**config.mk**
```make
export PLATFORM = sky130hd
export DESIGN_NAME = ysyx_23060180_lsu
export DESIGN_NICKNAME = d
export VERILOG_FILES = /design/src/rtl/ysyx_23060180_lsu.sv
export SDC_FILE = /design/constraint.sdc
export NUM_CORES = 1
export LEC_CHECK = 0
export BUFFER_PORTS_ARGS = -buffer_cell sky130_fd_sc_hd__clkbuf_2
export CAP_MARGIN = 20
export CORE_ASPECT_RATIO = 0.7
export CORE_MARGIN = 8
export CORE_UTILIZATION = 40
export DETAILED_ROUTE_END_ITERATION = 7
export PLACE_DENSITY = 0.66
export SETUP_SLACK_MARGIN = 0.3
export SLEW_MARGIN = 20
export SYNTH_ARGS = -nofsm -noshare
export SYNTH_HDL_FRONTEND = slang
export SYNTH_SLANG_ARGS = --single-unit
```
**constraint.sdc**
```tcl
create_clock -name clk -period 2.3 [get_ports clk]
set_input_delay 0 -clock clk [delete_from_list [all_inputs] [get_ports clk]]
set_output_delay 0 -clock clk [all_outputs]
set_load 0.03 [all_outputs]
```
**src/rtl/ysyx_23060180_lsu.sv**
```systemverilog
// MEMORY-stage load/store unit: lane select, store masks, sign/zero extension, ack timeout.
// Latency 2 cycles accept->rsp_valid on a first-cycle ack, 1 cycle on an accept-time error; no rsp backpressure.
// Optional macro LSU_MISALIGN_CHECK_EN flags misaligned H/W accesses as errors instead of issuing them.
module ysyx_23060180_lsu #(
    parameter int unsigned ACK_TIMEOUT = 16
) (
    input  logic        clk,
    input  logic        rst,
    input  logic        req_valid,
    output logic        req_ready,
    input  logic        req_we,
    input  logic [2:0]  req_func3,
    input  logic [31:0] req_addr,
    input  logic [31:0] req_wdata,
    input  logic [4:0]  req_rd,
    output logic        rsp_valid,
    output logic [31:0] rsp_rdata,
    output logic [4:0]  rsp_rd,
    output logic        rsp_err,
    output logic        mem_req,
    output logic        mem_we,
    output logic [31:0] mem_addr,
    output logic [31:0] mem_wdata,
    output logic [3:0]  mem_wmask,
    input  logic        mem_ack,
    input  logic [31:0] mem_rdata
);

    localparam logic [1:0] S_IDLE = 2'd0;
    localparam logic [1:0] S_REQ  = 2'd1;
    localparam logic [1:0] S_RSP  = 2'd2;

    logic [1:0]  state;
    logic [15:0] cnt;
    logic        lat_we;
    logic [2:0]  lat_func3;
    logic [1:0]  lat_off;
    logic [4:0]  lat_rd;

    logic        accept;
    logic [1:0]  off;
    logic        illegal;
    logic        misalign;
    logic        acc_err;
    logic [31:0] st_wdata;
    logic [3:0]  st_mask;
    logic [7:0]  ld_byte;
    logic [15:0] ld_half;
    logic [31:0] ld_data;
    logic        timeout;

    assign req_ready = (state == S_IDLE);
    assign accept    = req_valid && req_ready;
    assign off       = req_addr[1:0];

    // Stores only have SB/SH/SW; loads additionally allow BU/HU.
    always_comb begin
        illegal = (req_func3 == 3'b011) || (req_func3 == 3'b110) ||
                  (req_func3 == 3'b111) || (req_we && req_func3[2]);
`ifdef LSU_MISALIGN_CHECK_EN
        misalign = ((req_func3[1:0] == 2'b01) && off[0]) ||
                   ((req_func3[1:0] == 2'b10) && (off != 2'b00));
`else
        misalign = 1'b0;
`endif
        acc_err = illegal || misalign;
    end

    always_comb begin
        st_wdata = req_wdata;
        st_mask  = 4'b1111;
        case (req_func3[1:0])
            2'b00: begin
                st_wdata = {4{req_wdata[7:0]}};
                st_mask  = 4'b0001 << off;
            end
            2'b01: begin
                st_wdata = {2{req_wdata[15:0]}};
                st_mask  = 4'b0011 << {off[1], 1'b0};
            end
            default: begin
                st_wdata = req_wdata;
                st_mask  = 4'b1111;
            end
        endcase
    end

    always_comb begin
        case (lat_off)
            2'd0:    ld_byte = mem_rdata[7:0];
            2'd1:    ld_byte = mem_rdata[15:8];
            2'd2:    ld_byte = mem_rdata[23:16];
            default: ld_byte = mem_rdata[31:24];
        endcase
        ld_half = lat_off[1] ? mem_rdata[31:16] : mem_rdata[15:0];
        case (lat_func3)
            3'b000:  ld_data = {{24{ld_byte[7]}}, ld_byte};
            3'b001:  ld_data = {{16{ld_half[15]}}, ld_half};
            3'b100:  ld_data = {24'd0, ld_byte};
            3'b101:  ld_data = {16'd0, ld_half};
            default: ld_data = mem_rdata;
        endcase
    end

    // cnt counts completed REQ cycles; ACK_TIMEOUT==0 disables the limit.
    assign timeout = (ACK_TIMEOUT != 0) && (cnt == 16'(ACK_TIMEOUT - 1));

    always_ff @(posedge clk) begin
        if (rst) begin
            state     <= S_IDLE;
            cnt       <= 16'd0;
            lat_we    <= 1'b0;
            lat_func3 <= 3'd0;
            lat_off   <= 2'd0;
            lat_rd    <= 5'd0;
            rsp_valid <= 1'b0;
            rsp_rdata <= 32'd0;
            rsp_rd    <= 5'd0;
            rsp_err   <= 1'b0;
            mem_req   <= 1'b0;
            mem_we    <= 1'b0;
            mem_addr  <= 32'd0;
            mem_wdata <= 32'd0;
            mem_wmask <= 4'd0;
        end else begin
            case (state)
                S_IDLE: begin
                    if (accept) begin
                        lat_we    <= req_we;
                        lat_func3 <= req_func3;
                        lat_off   <= off;
                        lat_rd    <= req_rd;
                        cnt       <= 16'd0;
                        if (acc_err) begin
                            state     <= S_RSP;
                            rsp_valid <= 1'b1;
                            rsp_err   <= 1'b1;
                            rsp_rdata <= 32'd0;
                            rsp_rd    <= req_we ? 5'd0 : req_rd;
                        end else begin
                            state     <= S_REQ;
                            mem_req   <= 1'b1;
                            mem_we    <= req_we;
                            mem_addr  <= {req_addr[31:2], 2'b00};
                            mem_wdata <= req_we ? st_wdata : 32'd0;
                            mem_wmask <= req_we ? st_mask : 4'd0;
                        end
                    end
                end
                S_REQ: begin
                    if (mem_ack) begin
                        state     <= S_RSP;
                        mem_req   <= 1'b0;
                        rsp_valid <= 1'b1;
                        rsp_err   <= 1'b0;
                        rsp_rdata <= lat_we ? 32'd0 : ld_data;
                        rsp_rd    <= lat_we ? 5'd0 : lat_rd;
                    end else if (timeout) begin
                        state     <= S_RSP;
                        mem_req   <= 1'b0;
                        rsp_valid <= 1'b1;
                        rsp_err   <= 1'b1;
                        rsp_rdata <= 32'd0;
                        rsp_rd    <= lat_we ? 5'd0 : lat_rd;
                    end else begin
                        cnt <= cnt + 16'd1;
                    end
                end
                S_RSP: begin
                    state     <= S_IDLE;
                    rsp_valid <= 1'b0;
                    rsp_err   <= 1'b0;
                    rsp_rdata <= 32'd0;
                    rsp_rd    <= 5'd0;
                    mem_req   <= 1'b0;
                end
                default: begin
                    state   <= S_IDLE;
                    mem_req <= 1'b0;
                end
            endcase
        end
    end

endmodule
```
# == Word-level counts from Yosys, hierarchy flattened ==
# Index checks and enable logic that the tools add are counted.
# op_classes
add_sub_neg,1
mul,0
div,0
order_cmp,0
n_eq_ne,18
n_shift,2
mux,41
n_bitwise,1
reduce_logical,17
# op_table
op,count
32-bit two-way mux,6
32-bit one-hot mux with 4 select lines,1
32-bit one-hot mux with 3 select lines,1
16-bit two-way mux,4
32-bit one-hot mux with 2 select lines,1
16-bit one-hot mux with 2 select lines,1
5-bit two-way mux,6
8-bit one-hot mux with 3 select lines,1
16-bit by 1-bit adder with 16-bit output (second input constant),1
16-bit by 4-bit equality test with 1-bit output (second input constant),1
5-bit one-hot mux with 3 select lines,1
3-bit equality test (second input constant),4
1-bit two-way mux,9
2-bit two-way mux,4
4-bit one-hot mux with 2 select lines,1
4-bit AND reduction,2
2-bit by 1-bit equality test with 1-bit output (second input constant),3
2-bit zero test,3
2-bit != test (second input constant),3
1-bit one-hot mux with 3 select lines,2
3-bit AND reduction,2
2-bit equality test (second input constant),2
4-bit two-way mux,1
2-bit by 1-bit != test with 1-bit output (second input constant),2
14 further kinds,18
# word_totals
reg_bits,136
latchBits,0
mem_bits_rw,0
rom_bits,0
in_bits,109
out_inout_bits,110
mem_count,0

# == Longest topological paths before layout ==
# Gate-level depths: netlist of the first run.
# depth
word_depth,7
mapped_depth,11
mapped_depth_nobuf,7

# == Worst setup path before layout of the first run ==
# OpenSTA, ideal clock, no wires.
# synth_path
kind,register to register
start,register state[0]
end,register mem_wdata[24]
setup_ps,70
arrival_ps,2147
required_time_ps,2230
setup_slack_ps,82
path_stages_with_launch,12
path_buffers,5
period_less_slack_ps,2218
path_cell_list,dfxtp_1 > inv_1 > ha_1 > buf_2 > and2_1 > clkbuf_1 > and3_1 > clkbuf_1 > buf_2 > buf_2 > nand3_1 > a21oi_1
# synth_via
elab_chain_len,3
# synth_lines
item,line_no,rtl
"start, declared",33,logic [1:0] state;
"start signal, assigned",110,state <= S_IDLE;
"start signal, assigned",135,state <= S_RSP;
"start signal, assigned",141,state <= S_REQ;
2-bit zero test *,52,assign req_ready = (state == S_IDLE);
named net req_ready,10,"output logic req_ready,"
1-bit logical AND,53,assign accept = req_valid && req_ready;
3-bit AND reduction (no line) *,n/a,
"end signal, assigned",145,mem_wdata <= req_we ? st_wdata : 32'd0;
"end, declared",23,"output logic [31:0] mem_wdata,"
# Mark *: on every way through the listed nets, which the timed path passes. The rest lies on a longest branch.
# A chain may end at the register's enable or synchronous reset.

# == Worst setup path after layout of the first run ==
# layout_path
start,register cnt[5]
end,register rsp_rdata[31]
# layout_via
elab_chain_len,3
# layout_lines
item,line_no,rtl
"start, declared",34,logic [15:0] cnt;
"start signal, assigned",166,cnt <= cnt + 16'd1;
16-bit by 4-bit equality test with 1-bit output,106,assign timeout = (ACK_TIMEOUT != 0) && (cnt == 16'(ACK_TIMEOUT - 1));
3-bit != test (no line),n/a,
4-bit AND reduction (no line),n/a,
"end signal, assigned",156,rsp_rdata <= lat_we ? 32'd0 : ld_data;
"end, declared",17,"output logic [31:0] rsp_rdata,"
# No other way between the ends.

==> results of run 1 <==
[routing by layer]
metal | vias up | part of all wire (%) | track usage (%)
li1 | 3202 | - | -
met3 | 31 | 10 | 6.60
met2 | 316 | 44 | 31.6
met5 | - | 0 | 0
met1 | 3089 | 44 | 27.3
met4 | 0 | 1.4 | 5.95
[cells in the mapped netlist, types with 11 or more instances]
cell and instances:
nand2_1 142, a211oi_1 11, nor2b_1 19, mux2_2 17, nor2_1 37, clkbuf_1 38, nand3_1 32, buf_2 13
o2bb2ai_1 30, dfxtp_1 136, mux2i_1 23, o21ai_0 33, a21oi_1 105
[layout make-up]
type | instances | area [um2] | share of cell area (%)
clock inverters | 13 | 123 | 1.34
well taps | 200 | 250 | 2.74
diodes | 1 | 2.50 | 0.0274
flip-flops and latches | 136 | 2730 | 29.9
repair buffers | 330 | 2280 | 24.9
multi-input cells | 544 | 3300 | 36.1
clock buffers | 18 | 429 | 4.69
inverters | 9 | 33.8 | 0.369
[flip-flops by register name (all words and copies together) (netlist names)]
register,count
lat_rd,5
lat_func3,3
mem_wmask,4
rsp_rd,5
mem_we,1
rsp_rdata,32
rsp_err,1
lat_we,1
rsp_valid,1
lat_off,2
mem_wdata,32
cnt,16
mem_addr,30
state,2
mem_req,1
[worst max-delay path by stage]
stage                                      from                         end  slack [ps]  depth (start not counted)
final                       cnt[5]$_SDFFE_PP0P_  rsp_rdata[31]$_SDFFE_PP0P_         330                          7
after detailed placement  state[0]$_SDFFE_PP0P_        cnt[10]$_SDFFE_PP0P_        -150                          7
after CTS                 state[0]$_SDFFE_PP0P_         cnt[4]$_SDFFE_PP0P_         300                          7
after floorplan           state[1]$_SDFFE_PP0P_        cnt[15]$_SDFFE_PP0P_         300                          8
after global placement    state[0]$_SDFFE_PP0P_        cnt[12]$_SDFFE_PP0P_        -110                          7
after global routing      state[0]$_SDFFE_PP0P_        cnt[12]$_SDFFE_PP0P_         220                          8
[report_power, final]
part | internal (mW) | switching [mW]
registers | 2.46 | 0.0677
clock network | 1.49 | 1.09
logic | 0.561 | 0.833
total | 4.52 | 1.99
[through the flow]
| stage | util [%] | instance area, um2 |
|---|---|---|
| floorplan | - | 6210 |
| global placement | 48.8 | 7470 |
| detailed placement | 48.8 | 7470 |
| CTS | 57.8 | 8850 |
| global route | 59.7 | 9150 |
| finish | 59.7 | 9150 |
[cells by family (layout without fill, tap and decap cells)]
logic type               count (synthesis)  after routing  share of synthesized area [%]
AO/OA/AOI/OAI                          207            207                           20.6
adder cells (fa/ha/maj)                  5              5                           1.01
buffers and inverters                   69            370                           4.69
flip-flops                             136            136                           44.0
multiplexers                            41             41                           7.18
other                                    1              3                         0.0606
AND/OR/NAND/NOR                        289            289                           22.5
[worst max-delay path, cell delays in order (launching register included)]
cell	delay (ps)
dfxtp_1	360
nor4_4	340
nand4_4	220
buf_4	190
a211oi_2	310
o21ai_1	130
buf_6	180
o2bb2ai_1	160
[what timing repair did]
| item | 4_1_cts | 5_1_grt |
|---|---|---|
| pin swaps | 2 | 3 |
| endpoints found under the hold margin | 79 | 0 |
| hold buffers | 79 | 0 |
| gates resized for setup | 6 | 26 |
| endpoints found under the setup margin | 48 | 116 |
| cloned | 0 | 6 |
| setup buffers | 1 | 7 |
==> results.json, run 1 <==
{
  "status": "finished clean",
  "fin_nets": 1152,
  "dr.first_iter.drc_count": 596,
  "hold_end": "mem_wdata[5]$_SDFFE_PP0P_",
  "hold_depth": 4,
  "dpl_worst_slack_ps": -152,
  "firstDrtPassIters": 7,
  "final_common_cell": "clkbuf_2",
  "clk_latency_ps": 420,
  "grt_pass1_wl_mm": 33.2,
  "setup_viol": 0,
  "cts.clk_slew.worst_paths_ps": 60,
  "die_w_um": 165,
  "skew_ps": 12.4,
  "cts_root_buf": "clkbuf_16",
  "synth_top_area_share_pct": 44.0,
  "setup.worst_path.start_class": "flip-flop",
  "gp_congestion": 0.841,
  "drive_above_1_share_pct": 31.5,
  "cts_tree": "built",
  "max_cap_viol_count": 0,
  "synth_enable_flop_cells": 0,
  "drc": 0,
  "synthFlopType": "dfxtp_1",
  "tns_ps": 0,
  "ir_worst_vdd_mv": 0.397,
  "criticalPathCategory": "flip-flop to flip-flop",
  "grt_pass1_vias": 6330,
  "grt-ovfl-total": 0,
  "portBuffers": 216,
  "tightestPinTransition_ps": 1020,
  "grt_max_degree": 93,
  "async_reset_ff_share_pct": 0,
  "fin_ws_ps": 325,
  "cts_made_buffers": 17,
  "cts_max_level": 4,
  "start_util_pct": 40.4,
  "r2r-start": "cnt[5]$_SDFFE_PP0P_",
  "layoutNonFillerInstCount": 1251,
  "antenna_found_initial": 1,
  "fin_crit_sh_pct": 85.9,
  "slew_viol_final": 0,
  "final_antenna_net_count": 0,
  "hold_path.class": "input pin to flip-flop",
  "leakagePower_nw": 3.81,
  "critPathMaxFanout": 16,
  "rows": 38,
  "syn_inst": 748,
  "cts.sinks": 136,
  "worstPathRequired_ps": 2640,
  "syn_area_um2": 6190,
  "track_usage_pct": 20.6,
  "end_kind": "flip-flop",
  "rr_worst_depth": 7,
  "num_vias": 6638,
  "place_inst": 1126,
  "fin_hold_ws_ps": 15.7,
  "final_cell_mix": "clkbuf_2, nand2_1, dfxtp_1",
  "synth-seq-cells": 136,
  "rsz0062_at_grt": "yes",
  "power_per_cell_area_nw_per_um2": 712,
  "core_um2": 15300,
  "wl_per_cell_um": 18.2,
  "finalHoldViolCount": 0,
  "design.portCount": 219,
  "via_per_inst": 5.31,
  "hp-start": "req_wdata[5]",
  "area_delta_synth_final_pct": 47.8,
  "r2r_slack_ps": 330,
  "yosysWarningCount": 0,
  "ys_seq_area_share_pct": 44.0,
  "slew_headroom_pct": 31.8,
  "p_total_mw": 6.51,
  "yosysUniqueCellTypes": 54,
  "cts_buffer_depth": 2,
  "layout_min_cycle_time_ps": 1970,
  "synth.avg_cell_area_um2": 8.27,
  "reg2reg_to": "rsp_rdata[31]$_SDFFE_PP0P_",
  "die-area_um2": 19800,
  "die_y_um": 120,
  "fmax_ghz": 0.506,
  "yosysTopAreaCell": "dfxtp_1",
  "cp.arrival_ps": 2310,
  "synth_area_leaders": "dfxtp_1, nand2_1, a21oi_1, o2bb2ai_1, mux2i_1",
  "routed_wl_mm": 22.7,
  "fillCellCount": 1357,
  "dpl.hpwl_mm": 14.2
}
Note: power is estimated with default switching activity, not from simulation.
==> run 2: changes to the inputs <==
- CTS_BUF_LIST: unset -> sky130_fd_sc_hd__clkbuf_2 sky130_fd_sc_hd__clkbuf_4 sky130_fd_sc_hd__clkbuf_8
==> results.json, run 2 (synthesized netlist as in run 1, its figures left out) <==
{
  "num_vias": 6672,
  "status": "finished clean",
  "portBuffers": 216,
  "tightestPinTransition_ps": 1030,
  "slew_headroom_pct": 31.4,
  "multiInputGateArea_um2": 3300,
  "rr_worst_depth": 9,
  "grt-ovfl-total": 0,
  "ir_worst_vdd_mv": 0.293,
  "drive_above_1_share_pct": 30.9,
  "leakagePower_nw": 3.77,
  "end_kind": "flip-flop",
  "firstDrtPassIters": 5,
  "grt_pass1_wl_mm": 33.5,
  "hold_path.class": "input pin to flip-flop",
  "regArea_um2": 2730,
  "final_antenna_net_count": 0,
  "max_cap_viol_count": 0,
  "fillCellCount": 1369,
  "die_y_um": 120,
  "reg2reg_to": "rsp_rdata[15]$_SDFFE_PP0P_",
  "fin_ws_ps": 332,
  "grt_pass1_vias": 6333,
  "rsz0062_at_grt": "yes",
  "cts.sinks": 136,
  "finalHoldViolCount": 0,
  "final_cell_mix": "clkbuf_2, nand2_1, dfxtp_1",
  "antenna_found_initial": 1,
  "clk_latency_ps": 440,
  "cts_buffer_depth": 2,
  "slew_viol_final": 0,
  "area_delta_synth_final_pct": 46.3,
  "cp.arrival_ps": 2290,
  "start_util_pct": 40.4,
  "layout_min_cycle_time_ps": 1970,
  "final_common_cell": "clkbuf_2",
  "skew_ps": 16.5,
  "cts_root_buf": "clkbuf_8",
  "dr.first_iter.drc_count": 742,
  "worstSetupStartpoint": "state[1]$_SDFFE_PP0P_",
  "track_usage_pct": 20.8,
  "setup_viol": 0,
  "via_per_inst": 5.28,
  "largestRegisters": "mem_wdata x32, rsp_rdata x32, mem_addr x30",
  "die_w_um": 165,
  "die-area_um2": 19800,
  "dpl_worst_slack_ps": -152,
  "core_um2": 15300,
  "r2r-start": "state[1]$_SDFFE_PP0P_",
  "fmax_ghz": 0.508,
  "cts_max_level": 4,
  "r2r_slack_ps": 330,
  "power_per_cell_area_nw_per_um2": 639,
  "wl_per_cell_um": 18.0,
  "worstPathRequired_ps": 2630,
  "p_total_mw": 5.79,
  "critPathMaxFanout": 16,
  "design.portCount": 219,
  "criticalPathCategory": "flip-flop to flip-flop",
  "routed_wl_mm": 22.8,
  "grt_max_degree": 93,
  "fin_nets": 1165,
  "cp-endpoint": "rsp_rdata[15]$_SDFFE_PP0P_",
  "drc": 0,
  "tns_ps": 0,
  "dpl.hpwl_mm": 14.2,
  "cts.clk_slew.worst_paths_ps": 80,
  "rows": 38,
  "cts_made_buffers": 17,
  "setup.worst_path.start_class": "flip-flop",
  "cts_tree": "built",
  "gp_congestion": 0.841,
  "fin_crit_sh_pct": 85.6
}
[run 2: worst min-delay path by stage]
stage | slack [ps] | endpoint | cells past startpoint | start
finish | 20 | rsp_rdata[7]$_SDFFE_PP0P_ | 5 | mem_ack
global route | 30 | mem_wdata[12]$_SDFFE_PP0P_ | 4 | req_wdata[12]
CTS | 2 | mem_wdata[13]$_SDFFE_PP0P_ | 4 | req_wdata[13]
detailed placement | 230 | mem_addr[31]$_SDFFE_PP0P_ | 3 | req_addr[31]
global placement | 220 | mem_addr[2]$_SDFFE_PP0P_ | 3 | req_addr[2]
floorplan | 140 | lat_rd[0]$_SDFFE_PP0P_ | 2 | req_rd[0]
[run 2: final cells by class]
cell class,instances,share of cell area [%]
clock inverters,13,1.35
diodes,1,0.0276
inverters,9,0.373
flip-flops and latches,136,30.1
clock buffers,18,2.67
repair buffers,343,26.3
well taps,200,2.76
multi-input cells,544,36.4
[run 2: per-stage QoR]
step	utilization, %	hold WS, ps	std cells	instance area (um2)
2_1_floorplan	-	136	749	6210
3_3_place_gp	48.8	223	1126	7470
3_5_place_dp	48.8	229	1126	7470
4_1_cts	57.5	1.66	1252	8810
5_1_grt	59.2	28.2	1264	9060
6_report	59.2	19.2	1264	9060
[run 2: worst max-delay path, stage by stage, from the launching register on]
cell and delay [ps]:
dfxtp_2 360, inv_2 70, ha_4 190, inv_1 130, nor2_1 80, buf_4 160
a221oi_4 320, nor2_2 130, buf_12 230, a22o_1 170
[run 2: per-layer routing]
| layer | share of wire [%] | wire length [um] | vias up | track usage (%) |
|---|---|---|---|---|
| met5 | 0 | 0 | - | 0 |
| met4 | 1.3 | 295 | 0 | 4.77 |
| met3 | 9.3 | 2110 | 26 | 6.33 |
| met2 | 44 | 10100 | 283 | 32.1 |
| met1 | 45 | 10300 | 3133 | 27.9 |
| li1 | - | - | 3230 | - |
[run 2: power breakdown]
part,internal [mW],switching [mW],total (mW)
combinational,0.565,0.827,1.39
sequential,2.46,0.0688,2.53
clock,0.871,0.999,1.87
[run 2: repair_timing]
item / 4_1_cts / 5_1_grt
buffers inserted: 1 / 5
gates resized for setup: 6 / 22
hold buffers: 94 / 0
pin swaps: 1 / 3
endpoints found under the hold margin: 94 / 0
setup endpoints to repair: 46 / 114
cloned: 0 / 6
